**config.mk**
```make
export PLATFORM = sky130hd
export DESIGN_NAME = uart_tx_arbiter
export DESIGN_NICKNAME = d
export VERILOG_FILES = /design/src/rtl/uart_tx_arbiter.sv
export SDC_FILE = /design/constraint.sdc
export NUM_CORES = 1
export LEC_CHECK = 0
export BUFFER_PORTS_ARGS = -buffer_cell sky130_fd_sc_hd__buf_2
export CAP_MARGIN = 20
export CORE_UTILIZATION = 40
export CTS_CLUSTER_SIZE = 8
export DETAILED_ROUTE_END_ITERATION = 16
export PLACE_DENSITY = 0.82
export SYNTH_ARGS = -nofsm -noshare
export SYNTH_HDL_FRONTEND = slang
export SYNTH_SLANG_ARGS = --single-unit
```
**constraint.sdc**
```tcl
create_clock -name clk -period 2.36 [get_ports clk]
set_input_delay 0.236 -clock clk [delete_from_list [all_inputs] [get_ports clk]]
set_output_delay 0.236 -clock clk [all_outputs]
set_load 0.01 [all_outputs]
```
**src/rtl/uart_tx_arbiter.sv**
```systemverilog
// uart_tx_arbiter: round-robin sharing of one tx_serializer between NUM_REQ byte sources.
// Optional macro UART_TX_ARB_LOCK_EN adds req_lock so a requester can keep the grant across bytes.
`timescale 1ns/1ps
module uart_tx_arbiter #(
  parameter int NUM_REQ = 4,
  parameter int IDX_W   = $clog2(NUM_REQ)
) (
  input  logic                 clk,
  input  logic                 rst,
  input  logic [NUM_REQ-1:0]   req_valid,
  input  logic [NUM_REQ*8-1:0] req_data,
`ifdef UART_TX_ARB_LOCK_EN
  input  logic [NUM_REQ-1:0]   req_lock,
`endif
  output logic [NUM_REQ-1:0]   req_ack,
  input  logic                 ser_req,
  input  logic                 ser_busy,
  output logic                 ser_data_avail,
  output logic [7:0]           ser_data,
  output logic                 grant_valid,
  output logic [IDX_W-1:0]     grant_idx,
  output logic                 frame_done,
  output logic [1:0]           fsm_state
);

  // Handshakes: a requester's byte is taken on the cycle req_ack[i] is high (req_valid is
  // only looked at in IDLE); the serializer takes ser_data on a ser_req pulse while
  // ser_data_avail is high, and ser_busy high->low marks the end of that frame.
  typedef enum logic [1:0] {IDLE = 2'd0, OFFER = 2'd1, LOAD = 2'd2, SEND = 2'd3} state_t;

  state_t            state, state_next;
  logic              grant_now;
  logic              rr_found;
  logic              lock_hit;
  logic [IDX_W-1:0]  rr_ptr;
  logic [IDX_W-1:0]  rr_winner;
  logic [IDX_W-1:0]  cand;
  logic [IDX_W-1:0]  winner;

  function automatic logic [IDX_W-1:0] wrap_add(input logic [IDX_W-1:0] base, input int step);
    int sum;
    sum = (int'(base) + step) % NUM_REQ;
    return sum[IDX_W-1:0];
  endfunction

  // First pending requester after the last winner, wrapping.
  always_comb begin
    rr_found  = 1'b0;
    rr_winner = '0;
    cand      = '0;
    for (int k = 1; k <= NUM_REQ; k++) begin
      cand = wrap_add(rr_ptr, k);
      if (!rr_found && req_valid[cand]) begin
        rr_found  = 1'b1;
        rr_winner = cand;
      end
    end
  end

`ifdef UART_TX_ARB_LOCK_EN
  logic locked;
  assign lock_hit = locked && req_valid[grant_idx] && req_lock[grant_idx];

  always_ff @(posedge clk or posedge rst) begin
    if (rst) begin
      locked <= 1'b0;
    end else if (grant_now) begin
      locked <= req_lock[winner];
    end else if (state == IDLE && !req_valid[grant_idx]) begin
      locked <= 1'b0;
    end
  end
`else
  assign lock_hit = 1'b0;
`endif

  assign winner = lock_hit ? grant_idx : rr_winner;

  always_ff @(posedge clk or posedge rst) begin
    if (rst) state <= IDLE;
    else     state <= state_next;
  end

  always_comb begin
    state_next = state;
    grant_now  = 1'b0;
    case (state)
      IDLE: begin
        if (rr_found && !ser_busy) begin
          grant_now  = 1'b1;
          state_next = OFFER;
        end
      end
      OFFER:   if (ser_req)   state_next = LOAD;
      LOAD:    if (ser_busy)  state_next = SEND;
      SEND:    if (!ser_busy) state_next = IDLE;
      default: state_next = IDLE;
    endcase
  end

  // The granted byte is captured once so the requester may advance right after its ack.
  always_ff @(posedge clk or posedge rst) begin
    if (rst) begin
      rr_ptr     <= IDX_W'(NUM_REQ - 1);
      grant_idx  <= '0;
      ser_data   <= 8'h00;
      req_ack    <= '0;
      frame_done <= 1'b0;
    end else begin
      req_ack    <= '0;
      frame_done <= (state == SEND) && !ser_busy;
      if (grant_now) begin
        grant_idx <= winner;
        ser_data  <= req_data[8*winner +: 8];
        req_ack   <= NUM_REQ'(1) << winner;
        if (!lock_hit) rr_ptr <= winner;
      end
    end
  end

  assign grant_valid    = (state != IDLE);
  assign ser_data_avail = (state == OFFER);
  assign fsm_state      = state;

endmodule

```
# --- Word level (Yosys, flattened, before mapping) ---
# Index checks and enable logic that the tools add are counted.
# W data, S select, Z words.
classes:
  n_eq_ne: 7
  n_reduce_logical: 12
  addsub: 4
  n_div: 0
  bitwise_logic: 0
  magnitude_cmp: 4
  n_shift: 2
  mul: 0
  n_mux: 24
ops:
  columns: ["operator", "n"]
  rows:
  - ["$shiftx A32 B6 Y8", 1]
  - ["$mux W2", 8]
  - ["$lt A2 B3 Y1 const B", 4]
  - ["$mux W1", 10]
  - ["$bmux W1 S2", 4]
  - ["$ne A2 B2 Y1 const B", 4]
  - ["$pmux W2 S4", 1]
  - ["$logic_and A1 B1 Y1", 5]
  - ["$add A2 B1 Y2 const B", 2]
  - ["$add A2 B2 Y2 const B", 2]
  - ["$eq A2 B2 Y1 const B", 2]
  - ["$logic_not A1 Y1", 4]
  - ["$mux W4", 1]
  - ["$reduce_and A4 Y1", 1]
  - ["$shl A1 B2 Y4 const A", 1]
  - ["$eq A2 B1 Y1 const B", 1]
  - ["$logic_not A2 Y1", 1]
  - ["$reduce_bool A2 Y1", 1]
word_totals:
  rom_bits: 0
  mem_count: 0
  ff_bits: 19
  wordCells: 59
  out_inout_bits: 19
  latch_bits: 0
  ram_bits: 0

# --- Depth between registers and ports, before layout ---
logic_depth:
  depth_word: 17
  mapped_depth: 8

# --- Worst setup path after synthesis ---
# No wires, ideal clock.
synth_timing:
  kind: "register to register"
  from: "register rr_ptr[1]"
  to: "register ser_data[0]"
  required_ps: 2218
  arrival_ps: 1586
  n_path_buf: 1
  setup_slack_ps: 632
  path_stages_with_launch: 7
  cell_sequence: "dfstp_2 -> mux2i_1 -> o22ai_2 -> a21o_4 -> buf_4 -> a211oi_1 -> a211oi_1"
synth_between:
  elab_chain_len: 16
  elab_cells_between_ends: 30
synth_lines:
  columns: ["item", "line_no", "text"]
  rows:
  - ["from (decl)", "35", "logic [IDX_W-1:0] rr_ptr;"]
  - ["from (signal assigned)", "104", "rr_ptr <= IDX_W'(NUM_REQ - 1);"]
  - ["from (signal assigned)", "116", "if (!lock_hit) rr_ptr <= winner;"]
  - ["parallel branches: the longest is 16 deep, another holds $add A2 B1 Y2", null, null]
  - ["to (signal assigned)", "114", "ser_data <= req_data[8*winner +: 8];"]
  - ["to (decl)", "19", "output logic [7:0] ser_data,"]
# Several ways; the timed one is not identified. The select of a mux whose other input is x is not followed.
# A chain may end at the register's enable or synchronous reset.

# --- Worst setup path in the final report ---
layout_timing:
  from: "register state[0] (netlist: fsm_state[0])"
  to: "register ser_data[2]"
layout_between:
  elab_chain_len: 2
layout_lines:
  columns: ["item", "line_no", "text"]
  rows:
  - ["from (decl)", "31", "state_t state, state_next;"]
  - ["from (signal assigned)", "81", "else state <= state_next;"]
  - ["$logic_not A2 Y1", "87", "case (state)"]
  - ["$mux W1", "87", null]
# Every way passes these cells.

==> flow_metrics.tcl <==
set metrics [dict create \
    status "completed" \
    antenna_violating_nets_post_route 0 \
    synth_cells 123 \
    cts_resized 0 \
    worstMarginPinSlew_ps 722 \
    grt_pass1_vias 1107 \
    synth_fp_nets 168 \
    timing.final.crit_share_pct 83.7 \
    place_congestion 0.789 \
    hold_viol_final 0 \
    cp_max_fo 12 \
    drv_slew 0 \
    synth_seq_cells 19 \
    slew_headroom_pct 51.8 \
    dieArea_sq_um 3170 \
    nFillCells 258 \
    clkLatencyLatePin_ps 300 \
    die_y_microns 56.3 \
    setup_viol 0 \
    max-vdd-ir-drop_v 0.000594 \
    drt-wirelength-per-cell_microns 12.9 \
    start_kind "flop" \
    cp-end-kind "flop" \
    finClkSkew_ps 7.44 \
    htree_levels 1 \
    antennaDiodeCount 0 \
    fin_crit_ps 1980 \
    synth_area_sq_um 1180 \
    seq_area_sq_um 478 \
    die_width_microns 56.3 \
    avgSynthCellArea_sq_um 9.60 \
    core_area_sq_um 2780 \
    instances_no_fill 212 \
    cts_buffers 3 \
    drt-total-wl_microns 2740 \
    routed_via_density 5.15 \
    postCtsSetupRepairBufs 0 \
    dp_hpwl_microns 2150 \
    hold_path.class "primary input to asynchronous set/reset pin" \
    grt_overflow_total 0 \
    drt_iter0_drc 9 \
    fmax_ghz 0.506 \
    synth-seq-area-share_pct 40.5 \
    grt_pass1_wl_microns 4930 \
    rows 19 \
    clk_pin_slew_ps 110 \
    root_buffer "clkbuf_4" \
    start_util_pct 42.5 \
    power_leakage_nw 0.781 \
    multi_input_area_sq_um 596 \
    io_buffer_count 58 \
    fin_hold_ws_ps 31.4 \
    num_vias 1091 \
    clkSinkCount 19 \
    fin_nets 227 \
    drc 0 \
    ys_warn_count 0 \
    antenna_found_initial 0 \
    grt_util_all_layers_pct 19.9 \
    clock_path_buffers 2 \
    cts_tree "yes" \
    io_pins 59 \
    path_class "flop to flop" \
    rsz0062_at_grt "false" \
    maxCapViolations 0 \
    grt_max_degree 21 \
    yosysUniqueCellTypes 32 \
    cp.required_ps 2530 \
    hold_buffers 0 \
    area_growth_pct 27.4 \
    post-place-cells 208 \
    fin_tns_setup_ps 0 \
    cp.arrival_ps 2150 \
    drive_above_1_share_pct 38.7 \
    powerDensity_nw_per_um2 1010 \
    firstDrtPassIters 4 \
]
registers in the layout, indices dropped and copies added, names as in the netlist:
signal and flops:
frame_done 1, fsm_state 2, grant_idx 2, req_ack 4, rr_ptr 2, ser_data 8
kinds of logic after synthesis:
kind of cell / share of synthesized area, %
mux: 9.43
buf+inv: 9.11
compound gates: 24.8
simple gates: 10.9
flops: 40.5
fa+ha+maj: 5.30
through the flow:
step / area (sq um) / setup WS [ps] / utilization (%) / total power [W]
3_5_place_dp: 1480 / 386 / 53.1 / 0.00137
6_report: 1510 / 384 / 54.1 / 0.00152
2_1_floorplan: 1180 / 632 / - / 0.00113
4_1_cts: 1510 / 379 / 54.1 / 0.00154
3_3_place_gp: 1480 / 472 / 53.1 / 0.00135
5_1_grt: 1510 / 170 / 54.1 / 0.00168
cell type report:
cell class | count | share of cell area [%]
Clock buffer | 3 | 1.50
Clock inverter | 1 | 0.333
Inverter | 18 | 4.49
Multi-Input combinational cell | 81 | 39.6
Sequential cell | 19 | 31.8
Tap cell | 31 | 2.58
Timing Repair Buffer | 59 | 19.8
path summary, 6_finish.rpt:
kind | cells past startpoint | endpoint | start | slack [ps]
max | 7 | ser_data[2]$_DFFE_PP0P_ | fsm_state[0]$_DFFE_PP0P_ | 380
min | 2 | fsm_state[1]$_DFFE_PP0P_ | rst | 30
max reg2reg | 7 | ser_data[2]$_DFFE_PP0P_ | fsm_state[0]$_DFFE_PP0P_ | 380
min reg2reg | 2 | grant_idx[1]$_DFFE_PP0P_ | grant_idx[1]$_DFFE_PP0P_ | 500
max in group asynchronous | 2 | ser_data[7]$_DFFE_PP0P_ | rst | 1870
min in group clk | 2 | frame_done$_DFF_PP0_ | ser_busy | 160
worst max-delay path, stage by stage (launching register included):
cell and delay (ps):
dfrtp_1 430, inv_1 140, ha_1 170, inv_1 60
nor3_1 240, nand3_1 390, a211oi_1 360, a211oi_1 80
Yosys cell counts:
| cell | n | area (sq um) |
|---|---|---|
| dfstp_2 | 2 | 52.6 |
| nor4_1 | 1 | 6.26 |
| nor2_1 | 13 | 48.8 |
| ha_1 | 5 | 62.6 |
| and2_1 | 1 | 6.26 |
| buf_12 | 1 | 20.0 |
| nand3_1 | 1 | 5.00 |
| o21ai_4 | 1 | 16.3 |
| a31oi_1 | 1 | 6.26 |
| inv_1 | 18 | 67.6 |
| a21o_4 | 1 | 15.0 |
| nand2_1 | 5 | 18.8 |
| nor2b_1 | 3 | 18.8 |
| a21oi_1 | 1 | 5.00 |
| mux2i_1 | 10 | 100 |
| and2b_1 | 1 | 7.51 |
| a21oi_2 | 1 | 8.76 |
| o221ai_1 | 1 | 8.76 |
| o211ai_1 | 1 | 7.51 |
| dfrtp_1 | 17 | 425 |
| o22ai_1 | 1 | 6.26 |
| o31a_1 | 1 | 8.76 |
| o21ai_0 | 2 | 10.0 |
| or3_1 | 1 | 6.26 |
| a211oi_1 | 25 | 188 |
| mux2_2 | 1 | 11.3 |
| buf_2 | 1 | 5.00 |
| nand2b_1 | 1 | 6.26 |
| clkbuf_1 | 2 | 7.51 |
| buf_4 | 1 | 7.51 |
| o22ai_2 | 1 | 12.5 |
| nor3_1 | 1 | 5.00 |
where the power goes:
group          total [W]  switching, W  internal (W)
clock network   0.000165      0.000101     0.0000631
logic           0.000795      0.000444      0.000350
registers       0.000562     0.0000902      0.000471
total            0.00152      0.000636      0.000885
per-layer routing:
metal  part of all wire (%)  wire [microns]  up-vias  GRT usage (%)
li1                       -               -      552              -
met1                     44            1210      487           25.0
met2                     46            1280       46           33.3
met3                    8.2             225        6           5.30
met4                    1.3              37        0           5.92
met5                      0               0        -              0
layout by cell type (no fill, tap or decap):
cell | Yosys | layout
buf_2 | 1 | 58
a211oi_1 | 25 | 25
inv_1 | 18 | 18
dfrtp_1 | 17 | 17
nor2_1 | 13 | 13
mux2i_1 | 10 | 10
nand2_1 | 5 | 5
ha_1 | 5 | 5
nor2b_1 | 3 | 3
clkbuf_4 | 0 | 3
o21ai_0 | 2 | 2
dfstp_2 | 2 | 2
and2b_1 | 1 | 1
nand2b_1 | 1 | 1
o21ai_4 | 1 | 1
o22ai_2 | 1 | 1
a21o_4 | 1 | 1
o211ai_1 | 1 | 1
o31a_1 | 1 | 1
a31oi_1 | 1 | 1
nor4_1 | 1 | 1
or3_1 | 1 | 1
a21oi_2 | 1 | 1
nor3_1 | 1 | 1
nand3_1 | 1 | 1
o221ai_1 | 1 | 1
mux2_2 | 1 | 1
o22ai_1 | 1 | 1
a21oi_1 | 1 | 1
and2_1 | 1 | 1
clkinv_2 | 0 | 1
buf_4 | 1 | 1
(Power assumes the default switching activity.)
